--- src/rtl/atm_pkg.sv ---
// Shared types for the multi-account ATM controller: FSM states,
// transaction type codes and error codes reported on err_code.
package atm_pkg;

    typedef enum logic [3:0] {
        ST_IDLE      = 4'd0,
        ST_WAIT_PIN  = 4'd1,
        ST_CHECK_PIN = 4'd2,
        ST_MENU      = 4'd3,
        ST_SHOW_BAL  = 4'd4,
        ST_CHECK_WD  = 4'd5,
        ST_DISPENSE  = 4'd6,
        ST_DEPOSIT   = 4'd7,
        ST_EJECT     = 4'd8,
        ST_RETAIN    = 4'd9
    } state_t;

    localparam logic [1:0] TXN_END = 2'b00;
    localparam logic [1:0] TXN_BAL = 2'b01;
    localparam logic [1:0] TXN_WD  = 2'b10;
    localparam logic [1:0] TXN_DEP = 2'b11;

    localparam logic [2:0] ERR_NONE      = 3'd0;
    localparam logic [2:0] ERR_BAD_PIN   = 3'd1;
    localparam logic [2:0] ERR_NO_FUNDS  = 3'd2;
    localparam logic [2:0] ERR_DAILY     = 3'd3;
    localparam logic [2:0] ERR_DENOM     = 3'd4;
    localparam logic [2:0] ERR_TIMEOUT   = 3'd5;
    localparam logic [2:0] ERR_BLOCKED   = 3'd6;
    localparam logic [2:0] ERR_DISPENSER = 3'd7;

endpackage

--- src/rtl/atm_acct_bank.sv ---
// Per-account state: balance, daily-withdrawn total, consecutive PIN
// failures and lockout flag, with one read port on the selected account.
module atm_acct_bank
    import atm_pkg::*;
#(
    parameter int AMT_W        = 16,
    parameter int NUM_ACCTS    = 4,
    parameter int ACCT_W       = 2,
    parameter int FAIL_W       = 2,
    parameter int INIT_BALANCE = 1000
) (
    input  logic                 clk,
    input  logic                 reset,
    input  logic [ACCT_W-1:0]    i_acct,
    input  logic [AMT_W-1:0]     i_amount,
    input  logic                 i_debit,
    input  logic                 i_credit,
    input  logic                 i_fail,
    input  logic                 i_clear_fail,
    input  logic                 i_block,
    input  logic                 i_rollover,
    output logic [AMT_W-1:0]     o_balance,
    output logic [AMT_W-1:0]     o_daily,
    output logic [FAIL_W-1:0]    o_fail_cnt,
    output logic [NUM_ACCTS-1:0] o_blocked
);

    logic [AMT_W-1:0]  w_bal_arr   [NUM_ACCTS];
    logic [AMT_W-1:0]  w_daily_arr [NUM_ACCTS];
    logic [FAIL_W-1:0] w_fail_arr  [NUM_ACCTS];
    logic [AMT_W:0]    w_credit_sum;
    logic [AMT_W-1:0]  w_credit_bal;

    assign o_balance  = w_bal_arr[i_acct];
    assign o_daily    = w_daily_arr[i_acct];
    assign o_fail_cnt = w_fail_arr[i_acct];

    // Deposits only ever land on the selected account, so one saturating adder serves all.
    assign w_credit_sum = {1'b0, o_balance} + {1'b0, i_amount};
    assign w_credit_bal = w_credit_sum[AMT_W] ? '1 : w_credit_sum[AMT_W-1:0];

    genvar gi;
    generate
        for (gi = 0; gi < NUM_ACCTS; gi++) begin : g_acct
            logic              w_sel;
            logic [AMT_W-1:0]  r_balance;
            logic [AMT_W-1:0]  r_daily;
            logic [FAIL_W-1:0] r_fail_cnt;
            logic              r_blocked;

            assign w_sel = (i_acct == ACCT_W'(gi));

            always_ff @(posedge clk or posedge reset) begin
                if (reset) begin
                    r_balance  <= AMT_W'(INIT_BALANCE);
                    r_daily    <= '0;
                    r_fail_cnt <= '0;
                    r_blocked  <= 1'b0;
                end else begin
                    if (w_sel && i_debit)
                        r_balance <= r_balance - i_amount;
                    else if (w_sel && i_credit)
                        r_balance <= w_credit_bal;

                    // A debit coinciding with rollover starts the new day at the debit amount.
                    if (w_sel && i_debit)
                        r_daily <= i_rollover ? i_amount : r_daily + i_amount;
                    else if (i_rollover)
                        r_daily <= '0;

                    if (w_sel && i_block) begin
                        r_blocked  <= 1'b1;
                        r_fail_cnt <= '0;
                    end else if (w_sel && i_fail) begin
                        r_fail_cnt <= r_fail_cnt + 1'b1;
                    end else if (w_sel && i_clear_fail) begin
                        r_fail_cnt <= '0;
                    end
                end
            end

            assign w_bal_arr[gi]   = r_balance;
            assign w_daily_arr[gi] = r_daily;
            assign w_fail_arr[gi]  = r_fail_cnt;
            assign o_blocked[gi]   = r_blocked;
        end
    endgenerate

endmodule

--- src/rtl/atm_multi_account_ctrl.sv ---
// ATM session FSM: card/PIN handling, account menu, withdrawal checks,
// dispenser handshake and inactivity timeout over a bank of accounts.
module atm_multi_account_ctrl
    import atm_pkg::*;
#(
    parameter int AMT_W         = 16,
    parameter int NUM_ACCTS     = 4,
    parameter int ACCT_W        = (NUM_ACCTS > 1) ? $clog2(NUM_ACCTS) : 1,
    parameter int MAX_PIN_TRIES = 3,
    parameter int INIT_BALANCE  = 1000,
    parameter int DAILY_LIMIT   = 500,
    parameter int DENOM         = 20,
    parameter int TIMEOUT_CYC   = 1024
) (
    input  logic              clk,
    input  logic              reset,
    input  logic              card_in,
    input  logic [ACCT_W-1:0] acct_id,
    input  logic              pin_valid,
    input  logic              pin_ok,
    input  logic              txn_valid,
    input  logic [1:0]        txn_type,
    input  logic [AMT_W-1:0]  amount,
    input  logic              day_rollover,
    output logic              dispense_req,
    output logic [AMT_W-1:0]  dispense_amt,
    input  logic              dispense_done,
    output logic [AMT_W-1:0]  balance_out,
    output logic              balance_valid,
    output logic              card_eject,
    output logic              card_retained,
    output logic              err_valid,
    output logic [2:0]        err_code,
    output logic [3:0]        state_out,
    output logic              busy
);

    localparam int FAIL_W = $clog2(MAX_PIN_TRIES + 1);
    localparam int TMR_W  = $clog2(TIMEOUT_CYC + 1);

    state_t             r_state;
    logic [ACCT_W-1:0]  r_acct;
    logic               r_pin_ok;
    logic [AMT_W-1:0]   r_amount;
    logic [TMR_W-1:0]   r_timer;
    logic               r_dispense_req;
    logic [AMT_W-1:0]   r_dispense_amt;
    logic [AMT_W-1:0]   r_balance_out;
    logic               r_balance_valid;
    logic               r_card_eject;
    logic               r_card_retained;
    logic               r_err_valid;
    logic [2:0]         r_err_code;
    logic               r_busy;

    logic [AMT_W-1:0]     w_rd_balance;
    logic [AMT_W-1:0]     w_rd_daily;
    logic [FAIL_W-1:0]    w_rd_fail;
    logic [NUM_ACCTS-1:0] w_blocked_vec;
    logic                 w_debit;
    logic                 w_credit;
    logic                 w_fail;
    logic                 w_clear_fail;
    logic                 w_block;
    logic                 w_last_try;
    logic [AMT_W-1:0]     w_bank_amt;
    logic                 w_timeout;
    logic                 w_bad_denom;
    logic                 w_no_funds;
    logic                 w_over_limit;

    assign w_timeout    = (r_timer == TMR_W'(TIMEOUT_CYC - 1));
    assign w_last_try   = (({1'b0, w_rd_fail} + 1'b1) >= (FAIL_W + 1)'(MAX_PIN_TRIES));
    assign w_debit      = (r_state == ST_DISPENSE) && dispense_done;
    assign w_credit     = (r_state == ST_DEPOSIT);
    assign w_fail       = (r_state == ST_CHECK_PIN) && !r_pin_ok;
    assign w_clear_fail = (r_state == ST_CHECK_PIN) && r_pin_ok;
    assign w_block      = w_fail && w_last_try;
    assign w_bank_amt   = w_debit ? r_dispense_amt : r_amount;

    assign w_bad_denom  = (r_amount == '0) || ((r_amount % AMT_W'(DENOM)) != '0);
    assign w_no_funds   = (r_amount > w_rd_balance);
    assign w_over_limit = (({1'b0, w_rd_daily} + {1'b0, r_amount}) > (AMT_W + 1)'(DAILY_LIMIT));

    atm_acct_bank #(
        .AMT_W        (AMT_W),
        .NUM_ACCTS    (NUM_ACCTS),
        .ACCT_W       (ACCT_W),
        .FAIL_W       (FAIL_W),
        .INIT_BALANCE (INIT_BALANCE)
    ) u_bank (
        .clk          (clk),
        .reset        (reset),
        .i_acct       (r_acct),
        .i_amount     (w_bank_amt),
        .i_debit      (w_debit),
        .i_credit     (w_credit),
        .i_fail       (w_fail),
        .i_clear_fail (w_clear_fail),
        .i_block      (w_block),
        .i_rollover   (day_rollover),
        .o_balance    (w_rd_balance),
        .o_daily      (w_rd_daily),
        .o_fail_cnt   (w_rd_fail),
        .o_blocked    (w_blocked_vec)
    );

    always_ff @(posedge clk or posedge reset) begin
        if (reset) begin
            r_state         <= ST_IDLE;
            r_acct          <= '0;
            r_pin_ok        <= 1'b0;
            r_amount        <= '0;
            r_timer         <= '0;
            r_dispense_req  <= 1'b0;
            r_dispense_amt  <= '0;
            r_balance_out   <= '0;
            r_balance_valid <= 1'b0;
            r_card_eject    <= 1'b0;
            r_card_retained <= 1'b0;
            r_err_valid     <= 1'b0;
            r_err_code      <= ERR_NONE;
            r_busy          <= 1'b0;
        end else begin
            // Pulses last one cycle; the timer only runs while waiting for an event.
            r_balance_valid <= 1'b0;
            r_card_eject    <= 1'b0;
            r_card_retained <= 1'b0;
            r_err_valid     <= 1'b0;
            r_err_code      <= ERR_NONE;
            r_timer         <= '0;

            case (r_state)
                ST_IDLE: begin
                    if (card_in) begin
                        r_acct <= acct_id;
                        r_busy <= 1'b1;
                        if (w_blocked_vec[acct_id]) begin
                            r_state         <= ST_RETAIN;
                            r_card_retained <= 1'b1;
                            r_err_valid     <= 1'b1;
                            r_err_code      <= ERR_BLOCKED;
                        end else begin
                            r_state <= ST_WAIT_PIN;
                        end
                    end
                end
                ST_WAIT_PIN: begin
                    if (pin_valid) begin
                        r_pin_ok <= pin_ok;
                        r_state  <= ST_CHECK_PIN;
                    end else if (w_timeout) begin
                        r_state      <= ST_EJECT;
                        r_card_eject <= 1'b1;
                        r_err_valid  <= 1'b1;
                        r_err_code   <= ERR_TIMEOUT;
                    end else begin
                        r_timer <= r_timer + 1'b1;
                    end
                end
                ST_CHECK_PIN: begin
                    if (r_pin_ok) begin
                        r_state <= ST_MENU;
                    end else begin
                        r_err_valid <= 1'b1;
                        r_err_code  <= ERR_BAD_PIN;
                        if (w_last_try) begin
                            r_state         <= ST_RETAIN;
                            r_card_retained <= 1'b1;
                        end else begin
                            r_state <= ST_WAIT_PIN;
                        end
                    end
                end
                ST_MENU: begin
                    if (txn_valid) begin
                        r_amount <= amount;
                        case (txn_type)
                            TXN_BAL: begin
                                r_state         <= ST_SHOW_BAL;
                                r_balance_valid <= 1'b1;
                                r_balance_out   <= w_rd_balance;
                            end
                            TXN_WD:  r_state <= ST_CHECK_WD;
                            TXN_DEP: r_state <= ST_DEPOSIT;
                            default: begin
                                r_state      <= ST_EJECT;
                                r_card_eject <= 1'b1;
                            end
                        endcase
                    end else if (w_timeout) begin
                        r_state      <= ST_EJECT;
                        r_card_eject <= 1'b1;
                        r_err_valid  <= 1'b1;
                        r_err_code   <= ERR_TIMEOUT;
                    end else begin
                        r_timer <= r_timer + 1'b1;
                    end
                end
                ST_SHOW_BAL: r_state <= ST_MENU;
                ST_CHECK_WD: begin
                    r_state <= ST_MENU;
                    if (w_bad_denom) begin
                        r_err_valid <= 1'b1;
                        r_err_code  <= ERR_DENOM;
                    end else if (w_no_funds) begin
                        r_err_valid <= 1'b1;
                        r_err_code  <= ERR_NO_FUNDS;
                    end else if (w_over_limit) begin
                        r_err_valid <= 1'b1;
                        r_err_code  <= ERR_DAILY;
                    end else begin
                        r_state        <= ST_DISPENSE;
                        r_dispense_req <= 1'b1;
                        r_dispense_amt <= r_amount;
                    end
                end
                ST_DISPENSE: begin
                    if (dispense_done) begin
                        r_dispense_req <= 1'b0;
                        r_state        <= ST_MENU;
                    end else if (w_timeout) begin
                        r_dispense_req <= 1'b0;
                        r_state        <= ST_EJECT;
                        r_card_eject   <= 1'b1;
                        r_err_valid    <= 1'b1;
                        r_err_code     <= ERR_DISPENSER;
                    end else begin
                        r_timer <= r_timer + 1'b1;
                    end
                end
                ST_DEPOSIT: r_state <= ST_MENU;
                ST_EJECT, ST_RETAIN: begin
                    r_state <= ST_IDLE;
                    r_busy  <= 1'b0;
                end
                default: begin
                    r_state <= ST_IDLE;
                    r_busy  <= 1'b0;
                end
            endcase
        end
    end

    assign dispense_req  = r_dispense_req;
    assign dispense_amt  = r_dispense_amt;
    assign balance_out   = r_balance_out;
    assign balance_valid = r_balance_valid;
    assign card_eject    = r_card_eject;
    assign card_retained = r_card_retained;
    assign err_valid     = r_err_valid;
    assign err_code      = r_err_code;
    assign state_out     = r_state;
    assign busy          = r_busy;

endmodule

--- config.mk ---
export PLATFORM = sky130hd
export DESIGN_NAME = atm_multi_account_ctrl
export DESIGN_NICKNAME = d
export VERILOG_FILES = /design/src/rtl/atm_pkg.sv /design/src/rtl/atm_acct_bank.sv /design/src/rtl/atm_multi_account_ctrl.sv
export SDC_FILE = /design/constraint.sdc
export NUM_CORES = 1
export LEC_CHECK = 0
export ABC_AREA = 1
export BUFFER_PORTS_ARGS = -buffer_cell sky130_fd_sc_hd__buf_4
export CAP_MARGIN = 25
export CORE_MARGIN = 2
export CORE_UTILIZATION = 53
export DETAILED_ROUTE_END_ITERATION = 16
export PLACE_DENSITY = 0.8
export SYNTH_ARGS = -nofsm -noshare
export SYNTH_HDL_FRONTEND = slang
export SYNTH_SLANG_ARGS = --single-unit
--- constraint.sdc ---
create_clock -name clk -period 8.6 [get_ports clk]
set_input_delay 0.43 -clock clk [delete_from_list [all_inputs] [get_ports clk]]
set_output_delay 0.43 -clock clk [all_outputs]
set_load 0.05 [all_outputs]
==> flow_summary.ini <==
[outcome]
outcome = finished clean

[finish]
postLayoutCellArea_um2 = 19390
fin_nets = 2638
area_growth_pct = 12.00
nFillCells = 2887
drive_gt1_frac = 0.1134
fin_util = 0.5991
fin_cells = 2893
antenna_cells = 0

[clock_network]
clk-insertion-delay-late_ps = 570
clk_pin_slew_ps = 70
cts.sinks = 215
clk_path_buf_depth = 3
cts_inserted_buffers = 26
post-cts-setup-buffer-count = 0
cts_tree = done
cts_max_level = 1
clockRootBuffer = clkbuf_16

[yosys]
synth_edf_count = 0
syn_avg_cell_area_um2 = 7.318
synth_cell_types = 51
synth-seq-area-share = 0.3125
ys.flop_type = dfrtp_1
syn_nets = 2573
yosysWarnings = 0
ys_async_sr_fraction = 1.000
synth_top_area_frac = 0.2761
synth_seq_cells = 215
synth_top_cell_by_area = dfrtp_1
syn_inst = 2366
netlist_area_um2 = 17310
synthTopCellsByArea = dfrtp_1 28%, ha_1 12%, nand2_1 9.2%

[critical_path]
slowest_delay_ps = 1130
path_buf_inv = 4
crit_type = reg -> reg
ff2ff_setup_slack_ps = 1760
crit_required_ps = 9080
startpoint_type = flop
cp_common_cell = a21oi_1
path_delay_family = compound AO/OA/AOI/OAI gates
worstPathMaxFanout = 21
crit_path_end_kind = flop
cp_data_arrival_time_ps = 7320
critPathSlowestCell = a221oi_1

[floorplan]
die-height_um = 184.7
rows = 66
dieArea_um2 = 34130
die_w_um = 184.7
initial_core_util = 0.5349
ios = 73
coreArea_um2 = 32370

[timing]
max_slew_margin = 0.2637
setup_viol = 0
clock.fmax_mhz = 146.2
finalMaxSlewViolations = 0
tightest_slew_ps = 1097
skew_ps = 35.60
hold_viol_final = 0
setup_tns_ps = 0
period_share = 0.7951
min_period_ps = 6838
rsz0062_at_grt = no

[grt]
grt-ovfl-total = 0
grt_pass1_vias = 16810
grt_max_degree = 75
grt_pass1_wl_mm = 87.46
grt_antenna_before_repair = 0
grtUsageTotal = 0.3262

[routing]
wl_mm = 55.71
postRouteAntennaNets = 0
first_iter_violations = 1631
routed_via_density = 5.966
wl_per_cell_um = 19.26
num_vias = 17260
drt_pass1_iterations = 6
drc = 0

[placement]
placed_cell_area_um2 = 18380
place_congestion = 0.9294
dp_cells = 2841
hpwl_mm = 40.12
numPortBuffers = 72

[flow_run]
drv_cap = 0

[min_path]
hold_path_class = in -> reg
cells by family (layout without fill, tap and decap cells):
kind of cell               Yosys count  count (layout)  synth area share
AOI/OAI and AO/OA                  634             634            0.2148
and+or+nand+nor                    849             849            0.2129
xor gates and xnor gates            67              67           0.03389
DFF                                215             215            0.3125
buffers and inverters              422             507           0.09228
adders and majority gates          179             179            0.1337
flip-flops by register name (all words and copies together) (netlist names):
signal and cells:
card_eject 1, r_pin_ok 1, card_retained 1, dispense_amt 16, err_code 3, balance_valid 1, dispense_req 1, busy 1
r_acct 2, err_valid 1, r_amount 16, balance_out 16, r_timer 11, u_bank.g_acct.r_blocked 4, state_out 4, u_bank.g_acct.r_balance 64
u_bank.g_acct.r_fail_cnt 8, u_bank.g_acct.r_daily 64
worst paths after layout:
kind / startpoint / endpoint / cells after the start
max: r_acct[1]$_DFFE_PP0P_ / u_bank.g_acct[3].r_balance[9]$_DFFE_PP1P_ / 25
min: amount[3] / r_amount[3]$_DFFE_PP0P_ / 3
max reg2reg: r_acct[1]$_DFFE_PP0P_ / u_bank.g_acct[3].r_balance[9]$_DFFE_PP1P_ / 25
min reg2reg: u_bank.g_acct[2].r_blocked$_DFFE_PP0P_ / u_bank.g_acct[2].r_blocked$_DFFE_PP0P_ / 2
max in group asynchronous: reset / r_amount[4]$_DFFE_PP0P_ / 4
min in group asynchronous: reset / u_bank.g_acct[0].r_daily[14]$_DFFE_PP0P_ / 3
Yosys cell counts (12+ instances only):
cell type and number:
a21o_1 15, a21oi_1 197, a22oi_1 15, a31oi_1 12, clkbuf_1 61, dfrtp_1 191
dfstp_2 24, ha_1 169, inv_1 335, inv_2 14, nand2_1 425, nand2_2 37
nand3_1 120, nand4_1 12, nor2_1 182, nor3_1 12, o21a_1 23, o21ai_0 215
o21bai_1 38, o221ai_1 18, o22ai_1 40, o31ai_1 19, o32ai_1 13, or2_2 31
xnor2_1 17, xor2_1 50
final cells by class:
class,instances,area [um2],share of cell area
clock buffers,30,685.7,0.03536
flip-flops and latches,215,5410,0.2790
inverters,353,1335,0.06884
repair buffers,106,825.8,0.04258
well taps,442,553.0,0.02852
multi-input cells,1729,10320,0.5320
clock inverters,18,265.3,0.01368
what timing repair did:
item,4_1_cts,5_1_grt
gates resized for setup,0,0
hold endpoints to repair,48,0
hold buffers,1,0
cell usage in the layout (no fill, tap or decap), types with 5 or more instances in the layout:
cell type  count
a21o_1        15
inv_2         14
nand4_1       12
o32ai_1       13
nand3_1      120
o21ai_1        5
nor2_1       179
clkbuf_16     26
o21ai_0      214
o21bai_1      38
buf_4        103
o31ai_1       19
and2_1         7
xnor2_1       17
xor2_1        50
nor3_1        12
o211ai_1      11
inv_1        333
nand3_2        8
bufinv_16      6
a31oi_1       12
dfrtp_1      191
o22ai_1       40
clkinv_2       6
ha_1         169
fa_1          10
nand2_1      425
o21a_1        23
o221ai_1      18
dfstp_2       24
a22oi_1       15
nand2_2       37
a21oi_1      196
or2_2         31
per-layer routing:
layer / track usage / vias up / part of all wire
met5: 0 / - / 0
met4: 0.1797 / 0 / 0.056
met3: 0.08279 / 186 / 0.12
met2: 0.4983 / 950 / 0.43
met1: 0.4230 / 8054 / 0.39
li1: - / 8069 / -
worst min-delay path, cell delays in order:
cell,delay (ps)
buf_4,70
nand2_1,40
o21ai_0,60
through the flow:
| step | setup WS (ps) | hold WS [ps] |
|---|---|---|
| after floorplan | 2300 | 427.4 |
| after global placement | 2023 | 445.0 |
| after detailed placement | 1764 | 449.9 |
| after CTS | 1750 | 61.15 |
| after global routing | 1534 | 84.86 |
| final | 1762 | 64.43 |
Power is left out: the tool's default activity adds up to more than one toggle a clock period on the data nets, which glitch-free logic cannot reach.
